**src/rtl/avg_window_ctrl.sv**
```systemverilog
// avg_window_ctrl: sequencer for the sample-averaging datapath.
// Collects a window of 2**LOG2N samples over a valid/ready handshake,
// divides the accumulated sum into an average, then flags each later
// sample that is strictly above that average.
//
// Build option: define AVG_ROUND_EN to round the average half-up;
// leave it undefined to truncate.
//
// Ports:
//   clk      in   clock, rising edge
//   rst      in   synchronous active-high reset
//   start    in   begin a new window (ignored while accumulating)
//   abort    in   return to idle from any state; wins over start/accept
//   x_valid  in   sample valid
//   x        in   W-bit unsigned sample
//   x_ready  out  sample accepted when x_valid && x_ready
//   busy     out  high while accumulating or dividing
//   done     out  one-cycle pulse on entry to compare mode
//   avg      out  last computed window average (held)
//   y        out  last accepted compare-mode sample > avg
module avg_window_ctrl #(
  parameter int unsigned W     = 4,
  parameter int unsigned LOG2N = 2
) (
  input  logic         clk,
  input  logic         rst,
  input  logic         start,
  input  logic         abort,
  input  logic         x_valid,
  input  logic [W-1:0] x,
  output logic         x_ready,
  output logic         busy,
  output logic         done,
  output logic [W-1:0] avg,
  output logic         y
);

  localparam int unsigned AW = W + LOG2N;
  localparam int unsigned N  = 1 << LOG2N;

  typedef enum logic [1:0] {
    S_IDLE   = 2'd0,
    S_ACCUM  = 2'd1,
    S_DIVIDE = 2'd2,
    S_CMP    = 2'd3
  } state_t;

  state_t           state, state_next;
  logic [AW-1:0]    acc;
  logic [LOG2N-1:0] cnt;
  logic [W-1:0]     avg_d;
  logic             x_ready_d, busy_d, done_d;
  logic             accept;
  logic             last_sample;

  assign accept      = x_valid && x_ready;
  assign last_sample = (cnt == LOG2N'(N - 1));

  // State register and registered handshake/status outputs
  always_ff @(posedge clk) begin
    if (rst) begin
      state   <= S_IDLE;
      x_ready <= 1'b0;
      busy    <= 1'b0;
      done    <= 1'b0;
    end else begin
      state   <= state_next;
      x_ready <= x_ready_d;
      busy    <= busy_d;
      done    <= done_d;
    end
  end

  // Next-state logic
  always_comb begin
    state_next = state;
    if (abort) begin
      state_next = S_IDLE;
    end else begin
      case (state)
        S_IDLE:   if (start) state_next = S_ACCUM;
        S_ACCUM:  if (accept && last_sample) state_next = S_DIVIDE;
        S_DIVIDE: state_next = S_CMP;
        S_CMP:    if (start) state_next = S_ACCUM;
        default:  state_next = S_IDLE;
      endcase
    end
  end

  // Output decode from the upcoming state so the outputs can be registered
  always_comb begin
    x_ready_d = 1'b0;
    busy_d    = 1'b0;
    done_d    = 1'b0;
    case (state_next)
      S_ACCUM:  begin x_ready_d = 1'b1; busy_d = 1'b1; end
      S_DIVIDE: busy_d = 1'b1;
      S_CMP:    x_ready_d = 1'b1;
      default:  ;
    endcase
    done_d = (state == S_DIVIDE) && (state_next == S_CMP);
  end

  // Average of the window; the accumulator has headroom for the rounding bias
`ifdef AVG_ROUND_EN
  localparam logic [AW-1:0] HALF = AW'(N / 2);
  logic [AW-1:0] acc_rnd;
  always_comb begin
    acc_rnd = acc + HALF;
    avg_d   = W'(acc_rnd >> LOG2N);
  end
`else
  always_comb begin
    avg_d = W'(acc >> LOG2N);
  end
`endif

  // Accumulator, sample count, average and compare result
  always_ff @(posedge clk) begin
    if (rst) begin
      acc <= '0;
      cnt <= '0;
      avg <= '0;
      y   <= 1'b0;
    end else if (abort) begin
      acc <= '0;
      cnt <= '0;
      y   <= 1'b0;
    end else begin
      case (state)
        S_IDLE: begin
          if (start) begin
            acc <= '0;
            cnt <= '0;
          end
        end
        S_ACCUM: begin
          if (accept) begin
            acc <= acc + AW'(x);
            cnt <= cnt + LOG2N'(1);
          end
        end
        S_DIVIDE: avg <= avg_d;
        S_CMP: begin
          if (start) begin
            acc <= '0;
            cnt <= '0;
            y   <= 1'b0;
          end else if (accept) begin
            y <= (x > avg);
          end
        end
        default: ;
      endcase
    end
  end

endmodule
```
**config.mk**
```make
export PLATFORM = sky130hd
export DESIGN_NAME = avg_window_ctrl
export DESIGN_NICKNAME = d
export VERILOG_FILES = /design/src/rtl/avg_window_ctrl.sv
export SDC_FILE = /design/constraint.sdc
export NUM_CORES = 1
export LEC_CHECK = 0
export CAP_MARGIN = 10
export CORE_MARGIN = 2
export CORE_UTILIZATION = 49
export CTS_BUF_LIST = sky130_fd_sc_hd__clkbuf_4
export CTS_CLUSTER_SIZE = 28
export DETAILED_ROUTE_END_ITERATION = 16
export GPL_ROUTABILITY_DRIVEN = 0
export GPL_TIMING_DRIVEN = 0
export PLACE_DENSITY_LB_ADDON = 0.12
export SLEW_MARGIN = 40
export SYNTH_ARGS = -nofsm -noshare
export SYNTH_HDL_FRONTEND = slang
export SYNTH_SLANG_ARGS = --single-unit
```
**constraint.sdc**
```tcl
create_clock -name clk -period 2.67 [get_ports clk]
set_input_delay 0.801 -clock clk [delete_from_list [all_inputs] [get_ports clk]]
set_output_delay 0.801 -clock clk [all_outputs]
set_load 0.01 [all_outputs]
```
==> run metrics, run 1 <==
initial antenna violation count=0; port buffer count=15; Worst Path Required=between 2 and 3 ns; DRC Markers=0; fill cell total of the finished layout=182; Worst Hold Class=flop to flop; P&R area growth vs syn=20.1%; Resized Gates After CTS=0; first-pass GRT wire length=3510 um; clk_lat worst skew=0.30 ns; share of layout cells above drive strength 1=under 10%; antenna cells=0; fmax=407 MHz; gr ovfl total=0; Slew HR=roughly 62%; die area=roughly 0.0025 mm^2; Compound-Gate Fraction of Synth Area=16.4%; Synth top area share=between 30% and 40%; adder-cell share of the synthesized area=19.7%; io pins=17; Clock Path Buffers=2; Layout Nets=~160; Worst Tran Pin Value=0.562 ns; critical setup path kind=input pin to flop; Crit Path Max Fanout=2; number of global-route vias before repair=809; DR vias/cell=5.35; WL final=between 2000 and 2500 um; drt first pass iters=4; core area=0.00200 mm^2; hold_buf cts=0; status=complete, no violations; top_reg_cell synth=dfxtp_1; syn nets=138; largest area contributor in the netlist=dfxtp_1; fin crit share=between 90 and 100%; largest family of logic cells by synthesized area=simple AND/OR/NAND/NOR gates; synthesized flop and latch total=17; Synth async-reset ratio=0%; Die Wd=just over 50 um; Seq/Total Area, Yosys=32.3%; worst vdd rail ir drop=approximately 0.00034 V; Post-synth top cells=dfxtp_1 (17), ha_1 (15), nor2_1 (15); total CTS buffers=3; most frequent cell after synthesis=dfxtp_1; Worst Setup End Kind=flop; synth top area cells=dfxtp_1 (32%), ha_1 (18%), mux2i_1 (5.7%); global-route usage over all layers=18.7%; Avg WL per Cell=approximately 13 um; Netlist cell types=37; Setup Buffers After CTS=0; Avg Inst Size Synth=about 9.3 um^2; first-iteration detailed-routing DRC count=15; max-slew violations=0; Synth Warn #=0; DP HPWL=about 1600 um; Finished Layout Cells=159; DRT antenna net count=0; xor/xnor share of the synthesized area=less than 1%; max_cap viols=0; clk_skew=0.00615 ns; TritonCTS Sinks=17; simple-gate share of the synthesized area=19.9%; CP startpoint kind=input pin; multiplexer share of the synthesized area=5.71%; PwrDens=401 mW/mm^2; clock tree root driver cell=clkbuf_4; CTS clk-pin slew, worst paths=roughly 0.11 ns; Starting Density=52.6%; number of enable flip-flop cells after synthesis=0; Final setup viols=0; Post-Syn Area=0.00105 mm^2; via count=851; Fin. Hold Viols=0; largest net degree at the start of global routing=11; Final min period=between 2 and 2.5 ns; worst hold slack=0.457 ns; die height=50.3 um; CTS tree=built; Post-Syn Instances=about 110; Leakage=0.549 nW; Placed Instances=155; H-tree level count=1; RSZ-0062 raised after global routing=false; Worst EP arrival=about 2.7 ns; FP Rows=16
==> layer usage <==
metal / vias up / track usage, % / part of all wire (%) / wire [um]
met4: 0 / 9.46 / 2.3 / 48
met2: 21 / 32.0 / 48 / 986
met3: 4 / 3.87 / 4.8 / 99
met5: - / 0 / 0 / 0
li1: 446 / - / - / -
met1: 380 / 22.0 / 45 / 931
==> logic make-up after synthesis <==
kind of cell / Yosys count
compound gates: 23
xor+xnor: 1
fa+ha+maj: 16
buf+inv: 10
flops: 17
mux: 6
simple gates: 40
==> metrics by stage <==
stage | power [mW] | utilization, % | TNS (ns) | setup WS, ns | area [um^2]
global route | 0.535 | 63.1 | 0 | 0.0823 | 1260
CTS | 0.511 | 63.1 | 0 | 0.203 | 1260
global placement | 0.366 | 61.8 | -0.0757 | -0.0757 | 1240
detailed placement | 0.369 | 61.8 | -0.118 | -0.118 | 1240
floorplan | 0.334 | - | 0 | 0.452 | 1050
finish | 0.507 | 63.1 | 0 | 0.212 | 1260
==> worst max-delay path, cell delays in order <==
cell             delay, ns
clkdlybuf4s50_1       0.43
ha_1                  0.23
fa_1                  0.40
a21o_1                0.17
a21oi_1               0.23
nor4_2                0.08
a311o_1               0.31
==> layout by cell type (no fill, tap or decap) <==
cell	count
a221oi_1	1
fa_1	1
a32oi_1	1
buf_6	2
a211oi_1	1
clkbuf_4	3
o211ai_1	2
a21boi_2	1
nand3b_1	1
a22oi_1	3
or2_1	1
a311o_1	1
mux2i_1	6
and2b_2	2
nor4_2	1
a21o_1	2
or3_1	3
ha_1	15
dfxtp_1	17
a21oi_1	4
a211o_1	1
nand2b_1	1
clkinv_2	1
nor2_1	15
o21bai_1	1
nand2_1	6
nor3_1	4
nor4_1	2
clkbuf_2	1
o21ai_0	2
inv_1	6
clkbuf_1	1
or2_2	1
clkdlybuf4s50_1	15
o211a_1	1
and4b_1	1
a21boi_0	1
nor2b_1	2
a41o_1	1
xnor2_1	1
==> power by group <==
| group | total (mW) | internal, mW | switching [mW] |
|---|---|---|---|
| logic | 0.0986 | 0.0486 | 0.0501 |
| clock network | 0.143 | 0.0559 | 0.0874 |
| registers | 0.265 | 0.259 | 0.00564 |
| total | 0.507 | 0.363 | 0.143 |
==> sequential cells by signal, summed over array words and instances, names as in the netlist <==
signal  count
done        1
cnt         2
avg         4
state       2
y           1
busy        1
acc         6
==> final cells by class <==
type                       count  area, um^2  share of cell area (%)
buffer                         4        31.3                    2.48
clock buffer                   3        22.5                    1.78
clock inverter                 1        5.00                   0.396
inverter                       6        22.5                    1.78
multi-input combinational     86         658                    52.1
sequential                    17         340                    26.9
tap                           27        33.8                    2.67
timing repair buffer          15         150                    11.9
==> path summary, 6_finish.rpt <==
path	start	end	slack, ns	cells after the start
setup / recovery	x[0]	acc[4]	0.21	7
hold / removal	y	y	0.46	2
setup reg to reg	state[0]	acc[4]	0.49	6
hold reg to reg	y	y	0.46	2
Power figures use the tool's default switching activity.
==> inputs of run 2 (changes only) <==
- ABC_AREA: unset -> 1
- CORE_MARGIN: 2 -> unset
==> run 2 against run 1 <==
Combinational power grew 12%; clock power grew 8%; highest routed layer unchanged; flip-flop and latch count unchanged; sequential power barely moved; clock skew fell by 0.0048 ns; critical endpoint is now x_ready.
==> run metrics, run 2 <==
Resized Gates After CTS=0; DP HPWL=around 1600 um; via count=910; Reg power frac=50.2%; H-tree level count=1; die area=0.00236 mm^2; Die Wd=48.6 um; worst vdd rail ir drop=0.000341 V; largest area contributor in the netlist=dfxtp_1; met2 GRT Util=36.6%; Post-Syn Area=0.00106 mm^2; fin crit share=82.3%; hold wc startpoint=cnt[0]; Fin. Hold Viols=0; Synth Warn #=0; gr busiest metal=met2; Clock Path Buffers=2; clk_lat worst skew=0.30 ns; Final setup viols=0; Worst R2R Path Depth=9; TritonCTS Sinks=17; number of global-route vias before repair=876; die height=48.6 um; most frequent cells in the layout=inv_1 (22), nand2_1 (19), dfxtp_1 (17); drt first pass iters=4; Post-synth top cells=inv_1 (22), nand2_1 (19), dfxtp_1 (17), ha_1 (15), a21oi_1 (14); io pins=17; hold_buf cts=0; number of enable flip-flop cells after synthesis=0; synth top area cells=dfxtp_1 (32%), ha_1 (18%), inv_1 (7.8%); CTS tree=built; fmax=455 MHz; Avg WL per Cell=11.5 um; Placed Instances=approximately 180; Reg2Reg Setup Slack=0.75 ns; gr ovfl total=0; Worst Path Required=between 1.5 and 2 ns; Net Sw Power=between 0.15 and 0.2 mW; largest net degree at the start of global routing=10; DRC Markers=0; clock power share=29.1%; core area=approximately 0.0020 mm^2; global-route usage over all layers=between 15 and 20%; placed instance area=0.00125 mm^2; Layout Nets=181; Global Route met3 Usage=5.97%; final non-filler cell area=about 0.0013 mm^2; top_reg_cell synth=dfxtp_1; Leakage=0.560 nW; share of layout cells above drive strength 1=11.0%; port buffer count=15; syn nets=161; critical setup path kind=flop to output port; total CTS buffers=3; Setup Buffers After CTS=0; RSZ-0062 raised after global routing=false; logic gate share of total power=roughly 21%; Crit Path Max Fanout=8; clock tree root driver cell=clkbuf_4; CP startpoint kind=flop; CP max-delay cell=clkdlybuf4s50_1; top cell family by delay on the critical path=buffers and inverters; Avg Inst Size Synth=7.82 um^2; Synth top area share=32.0%; WL final=roughly 2100 um; Finished Layout Cells=182; worst min-delay path endpoint=cnt[0]; Netlist cell types=26; initial antenna violation count=0; DRT antenna net count=0; Worst Tran Pin Value=slightly below 0.3 ns; Worst Hold Class=flop to flop; Seq/Total Area, Yosys=32.0%; most common cell after layout, fill and taps aside=inv_1; first-pass GRT wire length=3660 um; Worst Setup End Kind=output port; reg-to-reg endpoint=busy; status=complete, no violations; clk_skew=between 0.001 and 0.0015 ns; Critical path buffers and inverters=1; P_int=0.376 mW; critical path, cell by cell=clkdlybuf4s50_1; CTS clk-pin slew, worst paths=about 0.10 ns; met1 Use GR=22.0%; max_cap viols=0; max FFs per register=6; Worst EP arrival=between 1 and 1.5 ns; setup TNS=0 ns; Reg with most FFs=acc; Net Sw Frac=29.5%; first-iteration detailed-routing DRC count=7; Final min period=2.20 ns; DR vias/cell=5.00; most frequent cell after synthesis=inv_1; FP Rows=16; largest registers=acc x6, avg x4; Slew HR=80.6%; PwrDens=417 mW/mm^2; Post-Syn Instances=136; hold depth=1; r2r startpoint=state[0]; max-slew violations=0; antenna cells=0; Starting Density=between 50% and 60%; P&R area growth vs syn=20.1%; synthesized flop and latch total=17; slowest stage delay, CP=0.60 ns; Layout Utilization=a little under two thirds; Synth async-reset ratio=0%
==> run 2: cell types whose count changed after synthesis, moves of 4 or more <==
| cell | delta |
|---|---|
| nand3_1 | +7 |
| a21oi_1 | +10 |
| inv_1 | +16 |
| nand2_2 | +4 |
| nand2_1 | +13 |
| mux2i_1 | -6 |
==> run 2: worst max path at each step <==
| stage | end | startpoint | cells past startpoint | slack (ns) |
|---|---|---|---|---|
| after detailed placement | acc[4] | x[0] | 9 | 0.18 |
| after global routing | x_ready | state[0] | 1 | 0.41 |
| final | x_ready | state[0] | 1 | 0.47 |
| after global placement | acc[4] | x[0] | 9 | 0.19 |
| after CTS | x_ready | state[0] | 1 | 0.46 |
| after floorplan | acc[4] | x[0] | 8 | 0.70 |
==> run 2: cell type report <==
type	count	area (um^2)
repair buffers	15	150
multi-input cells	95	632
inverters	23	86.3
fillers	183	724
plain buffers	1	5.00
flip-flops and latches	17	340
well taps	27	33.8
clock buffers	4	30.0
==> run 2: cells by family (layout without fill, tap and decap cells) <==
group                    count (synthesis)  after routing  synth area share, %
adder cells (fa/ha/maj)                 16             16                 19.5
AO/OA/AOI/OAI                           25             25                 14.2
XOR/XNOR                                 1              1                0.824
buffers and inverters                   24             43                 8.59
flip-flops                              17             17                 32.0
AND/OR/NAND/NOR                         53             53                 24.8
==> run 2: per-stage QoR <==
step	worst slack, ns	total power [mW]	hold WS [ns]
after floorplan	0.695	0.345	0.438
after global placement	0.188	0.379	0.454
after detailed placement	0.179	0.382	0.454
after CTS	0.465	0.536	0.476
after global routing	0.405	0.565	0.495
final	0.472	0.532	0.472
==> run 2: power by group through the flow <==
stage	logic (mW)	registers [mW]	clock network (mW)
finish	0.110	0.267	0.155
global route	0.124	0.268	0.172
CTS	0.111	0.267	0.158
detailed placement	0.109	0.273	0
global placement	0.106	0.273	0
floorplan	0.0713	0.274	0
==> run 2: metal layers <==
metal	up-vias	share of wire (%)	wire, um
met1	416	45	933
met4	0	1.4	29
met2	14	50	1040
li1	476	-	-
met5	-	0	0
met3	4	3.8	79
